===== config.mk =====
export PLATFORM = sky130hd
export DESIGN_NAME = logic_unit_pipe_flat
export DESIGN_NICKNAME = d
export VERILOG_FILES = /design/src/rtl/logic_unit_if.sv /design/src/rtl/logic_unit_pipe.sv /design/src/flat_wrapper.sv
export SDC_FILE = /design/constraint.sdc
export NUM_CORES = 1
export LEC_CHECK = 0
export ABC_CLOCK_PERIOD_IN_PS = 3130
export CAP_MARGIN = 15
export CORE_MARGIN = 2
export CORE_UTILIZATION = 53
export DETAILED_ROUTE_END_ITERATION = 12
export GPL_TIMING_DRIVEN = 0
export PLACE_DENSITY = 0.8
export SYNTH_ARGS = -nofsm -noshare
export SYNTH_HDL_FRONTEND = slang
export SYNTH_SLANG_ARGS = --single-unit

===== constraint.sdc =====
create_clock -name clk -period 3.13 [get_ports clk]
set_input_delay 0.4695 -clock clk [delete_from_list [all_inputs] [get_ports clk]]
set_output_delay 0.4695 -clock clk [all_outputs]
set_load 0.01 [all_outputs]

===== src/rtl/logic_unit_if.sv =====
//==============================================================================
// Module      : logic_unit_if
// Description : Operand/result handshake bundle for logic_unit_pipe.
// Revision    : 1.0 - initial release
//==============================================================================
`default_nettype none

interface logic_unit_if #(
    parameter int WIDTH = 8
);
    logic             in_valid;
    logic             in_ready;
    logic [WIDTH-1:0] a;
    logic [WIDTH-1:0] b;
    logic [2:0]       op;
    logic             acc_sel;
    logic             acc_clr;
    logic             out_valid;
    logic             out_ready;
    logic [WIDTH-1:0] y;
    logic             zero;
    logic             ones;
    logic             parity;

    // Operand source / result consumer side
    modport master (
        output in_valid, a, b, op, acc_sel, acc_clr, out_ready,
        input  in_ready, out_valid, y, zero, ones, parity
    );

    // Logic unit side
    modport slave (
        input  in_valid, a, b, op, acc_sel, acc_clr, out_ready,
        output in_ready, out_valid, y, zero, ones, parity
    );
endinterface

`default_nettype wire


===== src/rtl/logic_unit_pipe.sv =====
//==============================================================================
// Module      : logic_unit_pipe
// Description : Two-stage pipelined bitwise logic unit with valid/ready ports.
//               Optional accumulator enabled by defining LOGIC_UNIT_ACC_EN.
// Revision    : 1.0 - initial release
//==============================================================================
`default_nettype none

module logic_unit_pipe #(
    parameter int WIDTH = 8
) (
    input  wire logic   clk,
    input  wire logic   rst,
    logic_unit_if.slave bus
);

    localparam logic [2:0] c_OP_AND  = 3'd0;
    localparam logic [2:0] c_OP_OR   = 3'd1;
    localparam logic [2:0] c_OP_NOT  = 3'd2;
    localparam logic [2:0] c_OP_XOR  = 3'd3;
    localparam logic [2:0] c_OP_NAND = 3'd4;
    localparam logic [2:0] c_OP_NOR  = 3'd5;
    localparam logic [2:0] c_OP_XNOR = 3'd6;
    localparam logic [2:0] c_OP_PASS = 3'd7;

    // Stage 1 registers
    logic             r_s1_valid;
    logic [WIDTH-1:0] r_s1_a;
    logic [WIDTH-1:0] r_s1_b;
    logic [2:0]       r_s1_op;

    // Stage 2 registers
    logic             r_s2_valid;
    logic [WIDTH-1:0] r_s2_y;
    logic             r_s2_zero;
    logic             r_s2_ones;
    logic             r_s2_parity;

    logic             w_s2_load;
    logic             w_in_ready;
    logic             w_in_fire;
    logic [WIDTH-1:0] w_opa;
    logic [WIDTH-1:0] w_result;

    assign w_s2_load  = r_s1_valid && (!r_s2_valid || bus.out_ready);
    assign w_in_ready = !r_s1_valid || w_s2_load;
    assign w_in_fire  = bus.in_valid && w_in_ready;

    always_ff @(posedge clk) begin
        if (rst) begin
            r_s1_valid <= 1'b0;
            r_s1_a     <= '0;
            r_s1_b     <= '0;
            r_s1_op    <= c_OP_AND;
        end else if (w_in_fire) begin
            r_s1_valid <= 1'b1;
            r_s1_a     <= bus.a;
            r_s1_b     <= bus.b;
            r_s1_op    <= bus.op;
        end else if (w_s2_load) begin
            r_s1_valid <= 1'b0;
        end
    end

`ifdef LOGIC_UNIT_ACC_EN
    logic             r_s1_acc_sel;
    logic [WIDTH-1:0] r_acc;

    always_ff @(posedge clk) begin
        if (rst) begin
            r_s1_acc_sel <= 1'b0;
        end else if (w_in_fire) begin
            r_s1_acc_sel <= bus.acc_sel;
        end
    end

    // Clear dominates the load; the loaded result still reaches y through S2.
    always_ff @(posedge clk) begin
        if (rst) begin
            r_acc <= '0;
        end else if (bus.acc_clr) begin
            r_acc <= '0;
        end else if (w_s2_load) begin
            r_acc <= w_result;
        end
    end

    assign w_opa = r_s1_acc_sel ? r_acc : r_s1_a;
`else
    logic w_unused_acc_ports;

    assign w_unused_acc_ports = bus.acc_sel ^ bus.acc_clr;
    assign w_opa              = r_s1_a;
`endif

    always_comb begin
        w_result = '0;
        case (r_s1_op)
            c_OP_AND:  w_result = w_opa & r_s1_b;
            c_OP_OR:   w_result = w_opa | r_s1_b;
            c_OP_NOT:  w_result = ~w_opa;
            c_OP_XOR:  w_result = w_opa ^ r_s1_b;
            c_OP_NAND: w_result = ~(w_opa & r_s1_b);
            c_OP_NOR:  w_result = ~(w_opa | r_s1_b);
            c_OP_XNOR: w_result = ~(w_opa ^ r_s1_b);
            c_OP_PASS: w_result = w_opa;
            default:   w_result = '0;
        endcase
    end

    // Flags derive from the value being loaded so they always match y.
    always_ff @(posedge clk) begin
        if (rst) begin
            r_s2_valid  <= 1'b0;
            r_s2_y      <= '0;
            r_s2_zero   <= 1'b1;
            r_s2_ones   <= 1'b0;
            r_s2_parity <= 1'b0;
        end else if (w_s2_load) begin
            r_s2_valid  <= 1'b1;
            r_s2_y      <= w_result;
            r_s2_zero   <= ~|w_result;
            r_s2_ones   <= &w_result;
            r_s2_parity <= ^w_result;
        end else if (bus.out_ready) begin
            r_s2_valid  <= 1'b0;
        end
    end

    assign bus.in_ready  = w_in_ready;
    assign bus.out_valid = r_s2_valid;
    assign bus.y         = r_s2_y;
    assign bus.zero      = r_s2_zero;
    assign bus.ones      = r_s2_ones;
    assign bus.parity    = r_s2_parity;

endmodule

`default_nettype wire


===== src/flat_wrapper.sv =====
// flat-port wrapper written by rule: the top's interface ports become plain ports
module logic_unit_pipe_flat 
#(
    parameter int WIDTH = 8
)
  (clk, rst, bus_in_valid, bus_a, bus_b, bus_op, bus_acc_sel, bus_acc_clr, bus_out_ready, bus_in_ready, bus_out_valid, bus_y, bus_zero, bus_ones, bus_parity);
  logic_unit_if #(.WIDTH(WIDTH)) bus_i ();
  input  wire logic clk;
  input  wire logic rst;
  input wire logic [$bits(bus_i.in_valid)-1:0] bus_in_valid;
  input wire logic [$bits(bus_i.a)-1:0] bus_a;
  input wire logic [$bits(bus_i.b)-1:0] bus_b;
  input wire logic [$bits(bus_i.op)-1:0] bus_op;
  input wire logic [$bits(bus_i.acc_sel)-1:0] bus_acc_sel;
  input wire logic [$bits(bus_i.acc_clr)-1:0] bus_acc_clr;
  input wire logic [$bits(bus_i.out_ready)-1:0] bus_out_ready;
  output wire logic [$bits(bus_i.in_ready)-1:0] bus_in_ready;
  output wire logic [$bits(bus_i.out_valid)-1:0] bus_out_valid;
  output wire logic [$bits(bus_i.y)-1:0] bus_y;
  output wire logic [$bits(bus_i.zero)-1:0] bus_zero;
  output wire logic [$bits(bus_i.ones)-1:0] bus_ones;
  output wire logic [$bits(bus_i.parity)-1:0] bus_parity;
  assign bus_i.in_valid = bus_in_valid;
  assign bus_i.a = bus_a;
  assign bus_i.b = bus_b;
  assign bus_i.op = bus_op;
  assign bus_i.acc_sel = bus_acc_sel;
  assign bus_i.acc_clr = bus_acc_clr;
  assign bus_i.out_ready = bus_out_ready;
  assign bus_in_ready = bus_i.in_ready;
  assign bus_out_valid = bus_i.out_valid;
  assign bus_y = bus_i.y;
  assign bus_zero = bus_i.zero;
  assign bus_ones = bus_i.ones;
  assign bus_parity = bus_i.parity;
  logic_unit_pipe #(.WIDTH(WIDTH)) u_core (.clk(clk), .rst(rst), .bus(bus_i));
endmodule

# Word-level counts from Yosys, hierarchy flattened
# Cells that the tools add are included.
[op_classes] reduce_logical=13 bitwise=7 eq_ne=7 muxes=5
[op_table] operator="case mux 8 bit (8 select lines)" n=1
[op_table] operator="inverter 8 bit" n=4
[op_table] operator="== test 3 bit (second input constant)" n=4
[op_table] operator="AND 8 bit" n=1
[op_table] operator="OR 8 bit" n=1
[op_table] operator="AND reduction 8 bit" n=1
[op_table] operator="OR reduction 8 bit" n=1
[op_table] operator="parity 8 bit" n=1
[op_table] operator="bitwise XOR 8 bit" n=1
[op_table] operator="== test 3 x 2 -> 1 bit (second input constant)" n=2
[op_table] operator="2-to-1 mux 1 bit" n=4
[op_table] operator="nonzero test 2 bit" n=2
[op_table] operator="== test 3 x 1 -> 1 bit (second input constant)" n=1
[op_table] operator="zero test 1 bit" n=3
[op_table] operator="zero test 3 bit" n=1
[op_table] operator="logical AND 1 bit" n=2
[op_table] operator="logical OR 1 bit" n=2
[word_totals] regBits=32 out_inout_bits=13 input_bits=25 word_cells=41

# Logic depth before layout (Yosys ltp)
# Gate-level depths: netlist of the first run.
[depth] ltp_word=6 ltp_mapped=11 mapped_depth_nobuf=11

# Worst setup path before layout of the first run
# OpenSTA, ideal clock, no wires.
[synth_path] path_type="register -> register" startpoint="register u_core.r_s1_a[6]" endpoint="register u_core.r_s2_parity, in the netlist u_core.bus.parity" period_less_slack_ns=2.297 required_time_ns=3.052 n_path_buf=0 stages_incl_launch_ff=12 path_slack_ns=0.833 setup_time_ns=0.078 arrival_ns=2.219 path_cell_list="dfxtp_1 > inv_1 > ha_1 > mux2_2 > o211a_1 > nor4_1 > or2_1 > ha_1 > xor2_1 > xnor2_1 > nor2_1 > nor3_1"
[synth_between] elab_chain_cells=4 elab_cells_between_ends=9 cone_classes="mux (1); bitwise (7); reduce/logical (1)"
[synth_lines] element="start, declared" line="logic_unit_pipe.sv:28" text="logic [WIDTH-1:0] r_s1_a;"
[synth_lines] element="start signal, assigned" line="logic_unit_pipe.sv:57" text="r_s1_a <= bus.a;"
[synth_lines] element="bitwise XOR 8 bit (tied with other cells)" line="logic_unit_pipe.sv:102, logic_unit_pipe.sv:105"
[synth_lines] element="inverter 8 bit, on equally long branches" line="logic_unit_pipe.sv:105, logic_unit_pipe.sv:103, logic_unit_pipe.sv:104"
[synth_lines] element="case mux 8 bit (8 select lines) (*)" line="logic_unit_pipe.sv:98" text="case (r_s1_op)"
[synth_lines] element="parity 8 bit (*)" line="logic_unit_pipe.sv:124" text="r_s2_parity <= ^w_result;"
[synth_lines] element="end signal, assigned" line="logic_unit_pipe.sv:124"
[synth_lines] element="end, declared" line="logic_unit_pipe.sv:37" text="logic r_s2_parity;"
# Mark *: on every way between the ends. The rest lies on a longest branch, timed or not.
# A chain may end at the register's enable or synchronous reset.

# Final worst setup path of the first run
[layout_path] startpoint="register u_core.r_s1_a[5]" endpoint="register u_core.r_s2_parity, in the netlist u_core.bus.parity"
# The elaborated chain is that of the path after synthesis.

==> results of run 1 <==
[worst min path at each step]
| stage | from | to | slack [ns] | cells after the start |
|---|---|---|---|---|
| 3_3_place_gp | u_core.bus.zero | u_core.bus.zero | 0.45 | 1 |
| 2_1_floorplan | u_core.r_s1_b[0] | u_core.r_s1_b[0] | 0.45 | 2 |
| 3_5_place_dp | u_core.bus.ones | u_core.bus.ones | 0.46 | 2 |
| 4_1_cts | u_core.bus.ones | u_core.bus.ones | 0.46 | 2 |
| 5_1_grt | u_core.bus.ones | u_core.bus.ones | 0.48 | 2 |
| 6_report | u_core.bus.ones | u_core.bus.ones | 0.46 | 2 |
[cells in the mapped netlist]
cell	instances
nor2b_1	2
or3_1	1
o211a_1	8
xnor2_1	2
a211o_1	1
nor4_1	4
buf_1	2
buf_6	6
ha_1	24
xor2_1	1
a21oi_1	27
or2_1	13
or2_0	4
nand3_1	8
a211oi_1	8
nand3b_1	9
nand2_1	40
buf_2	6
nand2b_1	1
a21oi_2	3
o41ai_2	2
dfxtp_1	32
inv_1	17
nor2_1	20
nor4_2	4
clkbuf_1	7
nand2_2	1
mux2_2	8
nor3_1	9
nand4_1	2
o41ai_1	6
[through the flow]
| stage | util | total power, uW | instance area [sq um] |
|---|---|---|---|
| floorplan | - | 658 | 2250 |
| global placement | 0.656 | 747 | 2660 |
| detailed placement | 0.656 | 753 | 2660 |
| CTS | 0.676 | 1050 | 2740 |
| global route | 0.676 | 1110 | 2740 |
| finish | 0.676 | 1050 | 2740 |
[sequential cells by signal, indices dropped and copies added (netlist names)]
name	count
u_core.bus.parity	1
u_core.bus.out_valid	1
u_core.bus.y	8
u_core.r_s1_valid	1
u_core.bus.zero	1
u_core.bus.ones	1
u_core.r_s1_a	8
u_core.r_s1_b	8
u_core.r_s1_op	3
[cell type report]
| type | instances | area, sq um | share of cell area |
|---|---|---|---|
| Clock inverter | 1 | 5.00 | 0.00183 |
| Buffer | 21 | 131 | 0.0479 |
| Inverter | 17 | 63.8 | 0.0233 |
| Clock buffer | 6 | 72.6 | 0.0265 |
| Timing Repair Buffer | 35 | 350 | 0.128 |
| Tap cell | 50 | 62.6 | 0.0228 |
| Sequential cell | 32 | 641 | 0.234 |
| Multi-Input combinational cell | 208 | 1420 | 0.516 |
[critical path: cells and delay by family, from the launching register on]
kind,cells,cell delay (ns)
AOI/OAI and AO/OA,1,0.14
xor gates and xnor gates,2,0.34
adders and majority gates,2,0.50
buffers and inverters,1,0.06
DFF,1,0.40
muxes,1,0.33
and+or+nand+nor,4,0.88
[routing by layer]
metal	up-vias	track usage
met5	-	0
li1	1046	-
met2	59	0.356
met4	0	0.0850
met1	953	0.297
met3	10	0.0494
[power breakdown]
| group | total [uW] | switching [uW] | internal, uW |
|---|---|---|---|
| registers | 451 | 19.8 | 431 |
| clock network | 299 | 148 | 151 |
| logic | 298 | 153 | 145 |
[logic make-up after synthesis]
logic type | after synthesis
buf+inv | 38
mux | 8
xor+xnor | 3
compound gates | 55
simple gates | 118
flops | 32
fa+ha+maj | 24
==> results.yml, run 1 <==
clock_network:
  insertion_delay_ns: 0.29
  h-tree-depth: 2
  ctsLongestPathBuffers: 2
  ctsHoldBuffers: 0
  cts-root-buf: "clkbuf_8"
  tritoncts: "yes"
  post_cts.repair.setup_buffers: 0
  cts_made_buffers: 5
  cts_resized: 0
  clkSinkCount: 32
  clk_pin_slew_ns: 0.06
synthesis:
  synthAdderAreaFrac: 0.133
  synth_fp_nets: 327
  synthXorXnorAreaFrac: 0.0117
  syn-cell-area_sq_um: 2250
  yosys-top-cells-area: "dfxtp_1, ha_1, nand2_1"
  ys_ff_latch: 32
  syn_inst: 278
  synth-compound-area-share: 0.176
  synth_top_family_by_area: "simple AND/OR/NAND/NOR gates"
  synth_area_leader_cell: "dfxtp_1"
  yosys.area_share.simple: 0.268
  synth_top_cell_area_share: 0.285
  synth.area.mux_share: 0.0400
  seq_area_frac_synth: 0.285
  avgSynthCellArea_sq_um: 8.10
  yosys_warnings: 0
  synth.distinct_cells: 31
timing:
  tightest_slew_ns: 0.619
  fin_crit_sh: 0.875
  final-setup-viol-count: 0
  timing.hold.ws_ns: 0.456
  setup_tns_ns: 0
  postLayoutSetupSlackWorst_ns: 0.393
  skew_ns: 0.00772
  max_freq_ghz: 0.365
  drv_slew: 0
  final_hold_viol_count: 0
  fin_crit_ns: 2.74
  relSlewSlack: 0.584
  rsz0062_at_grt: "false"
setup_path:
  rr_endpoint: "u_core.bus.parity"
  required_ns: 3.34
  crit_end: "u_core.bus.parity"
  rr_startpoint: "u_core.r_s1_a[5]"
  reg2reg_depth: 11
  max_stage_delay_ns: 0.48
  cp_max_fo: 5
  crit_path_start_kind: "flop"
  cp_cell_sequence: "inv_1 > ha_1 > mux2_2 > o211a_1 > nor4_1 > or2_1 > ha_1 > xnor2_1 > xnor2_1 > nor2_1 > nor3_1"
  slowest_stage: "nor4_1"
  worstSetupPathType: "flop to flop"
  startpoint: "u_core.r_s1_a[5]"
  r2r_slack_ns: 0.39
  worst_setup_path_end_kind: "flop"
  crit_arrival_ns: 2.94
finish:
  fin_nets: 369
  diodes: 0
  area_growth_pct: 21.8
  final_common_cell: "nand2_1"
  nFillCells: 330
  fin_cells: 370
  mostFrequentLayoutCells: "nand2_1, clkdlybuf4s50_1, dfxtp_1"
  drive_gt1_frac: 0.113
floorplanning:
  core_area_sq_um: 4060
  io_pins: 38
  die_y_um: 69.2
  die_w_um: 69.2
  rows: 23
  initial_utilization: 0.555
  dieArea_sq_um: 4780
route:
  wl_per_cell_um: 13.9
  vias: 2068
  via_per_inst: 5.59
  met3_length_um: 258
  first_pass_iters: 4
  maxUsedRoutingLayer: "met4"
  drt_wl_total_um: 5140
  post-route-drc-count: 0
  dr_wl_met2_um: 2310
  dr.first_iter.drc_count: 100
  wl_met1_um: 2460
  postRouteAntennaNets: 0
global_route:
  antenna_found_initial: 0
  grt_use_total: 0.224
  grt_pass1_wl_um: 8700
  grt_pass1_vias: 1921
  overflow: 0
  grt_max_degree: 11
placed_design:
  dp_hpwl_um: 3770
  io_buffers: 35
  dp.cells: 363
  dpl_worst_slack_ns: 0.438
  gp_congestion: 0.883
power_and_ir_drop:
  power_density_nw_per_um2: 382
  p_leak_uw: 0.00116
  irDropWorstVdd_v: 0.000266
status:
  outcome: "completed"
run:
  cap_violations: 0
worst_hold_path:
  hold_class: "flop to flop"
No activity file was read; power rests on OpenSTA's default activity.
==> run 2: changes to the inputs <==
- PLACE_DENSITY: 0.8 -> 0.79
==> run 2 against run 1 <==
  * Fmax decreased by 0.52%
  * Clock power increased by 11%
  * Die area unchanged
  * Final cell count increased by 0.27%
  * Critical endpoint unchanged
  * Largest power group unchanged
==> results.yml, run 2 (synthesis results as in run 1) <==
status:
  outcome: "completed"
route:
  first_pass_iters: 4
  via_per_inst: 5.53
  postRouteAntennaNets: 0
  wl_per_cell_um: 14.5
  drt_wl_total_um: 5380
  vias: 2051
  post-route-drc-count: 0
  dr.first_iter.drc_count: 128
timing:
  fin_crit_ns: 2.75
  postLayoutSetupSlackWorst_ns: 0.378
  drv_slew: 0
  rsz0062_at_grt: "false"
  skew_ns: 0.00621
  setup_tns_ns: 0
  relSlewSlack: 0.591
  max_freq_ghz: 0.363
  fin_crit_sh: 0.879
  final-setup-viol-count: 0
  tightest_slew_ns: 0.608
  final_hold_viol_count: 0
worst_hold_path:
  hold_class: "flop to flop"
  min_from: "u_core.bus.ones"
  whs_endpoint: "u_core.bus.ones"
  worst_hold_path.num_cells: 2
finish:
  final_common_cell: "nand2_1"
  drive_gt1_frac: 0.112
  nFillCells: 361
  fin_nets: 369
  area_growth_pct: 22.3
  mostFrequentLayoutCells: "nand2_1, clkdlybuf4s50_1, dfxtp_1"
  diodes: 0
  final_core_util: 0.679
clock_network:
  insertion_delay_ns: 0.29
  ctsHoldBuffers: 0
  post_cts.repair.setup_buffers: 0
  cts-root-buf: "clkbuf_8"
  clk_pin_slew_ns: 0.06
  clkSinkCount: 32
  tritoncts: "yes"
  cts_resized: 0
  cts_made_buffers: 5
  h-tree-depth: 2
  ctsLongestPathBuffers: 2
setup_path:
  crit_path_start_kind: "flop"
  rr_startpoint: "u_core.r_s1_a[4]"
  worst_setup_path_end_kind: "flop"
  rr_endpoint: "u_core.bus.parity"
  reg2reg_depth: 11
  cp_max_fo: 5
  r2r_slack_ns: 0.38
  crit_arrival_ns: 2.96
  worstSetupPathType: "flop to flop"
  required_ns: 3.34
floorplanning:
  die_y_um: 69.2
  core_area_sq_um: 4060
  initial_utilization: 0.555
  rows: 23
  die_w_um: 69.2
  io_pins: 38
  dieArea_sq_um: 4780
global_route:
  grt_pass1_wl_um: 9090
  antenna_found_initial: 0
  overflow: 0
  grt_use_total: 0.235
  grt_max_degree: 11
  grt_pass1_vias: 1969
power_and_ir_drop:
  irDropWorstVdd_v: 0.000248
  power_density_nw_per_um2: 394
  total_power_uw: 1090
  p_leak_uw: 0.00117
placed_design:
  dp_hpwl_um: 3960
  gp_congestion: 0.836
  io_buffers: 35
  dpl_worst_slack_ns: 0.459
run:
  cap_violations: 0
==> run 2: cell count changes in the layout (fill, tap and decap cells not counted), sizes merged <==
cell / delta
clkinv: -1
clkbuf: +2
==> run 2: metal layers <==
layer / vias to the layer above / track usage / share of wire
li1: 1043 / - / -
met3: 12 / 0.0509 / 0.053
met1: 942 / 0.299 / 0.46
met5: - / 0 / 0
met2: 54 / 0.388 / 0.46
met4: 0 / 0.0871 / 0.021
==> run 2: worst max-delay path by stage <==
stage                           from                end  cells past startpoint
CTS                 u_core.r_s1_a[4]  u_core.bus.parity                     11
floorplan           u_core.r_s1_a[6]  u_core.bus.parity                     11
global placement    u_core.r_s1_a[6]  u_core.bus.parity                     11
finish              u_core.r_s1_a[4]  u_core.bus.parity                     11
global route        u_core.r_s1_a[3]  u_core.bus.parity                     11
detailed placement  u_core.r_s1_a[5]  u_core.bus.parity                     11
==> run 2: area by class of cell <==
cell class,count,area (sq um),area share
tap,50,62.6,0.0227
sequential,32,641,0.233
multi-input combinational,208,1420,0.514
timing repair buffer,35,350,0.127
clock buffer,8,90.1,0.0327
inverter,17,63.8,0.0232
buffer,21,131,0.0477
==> run 2: critical path, stage by stage (launching register included) <==
cell and delay [ns]:
dfxtp_1 0.43, inv_1 0.07, ha_1 0.29, mux2_2 0.34, o211a_1 0.13, nor4_1 0.44
or2_1 0.19, ha_1 0.24, xnor2_1 0.19, xnor2_1 0.16, nor2_1 0.07, nor3_1 0.14
==> run 2: power by group <==
group / switching [uW] / total, uW / internal (uW)
logic: 154 / 300 / 145
clock network: 154 / 333 / 179
registers: 20.4 / 452 / 431
==> run 2: metrics by stage <==
stage / hold WS [ns] / instance area, sq um / std cells
floorplan: 0.454 / 2250 / 278
global placement: 0.446 / 2660 / 363
detailed placement: 0.457 / 2660 / 363
CTS: 0.467 / 2750 / 371
global route: 0.488 / 2750 / 371
finish: 0.462 / 2750 / 371
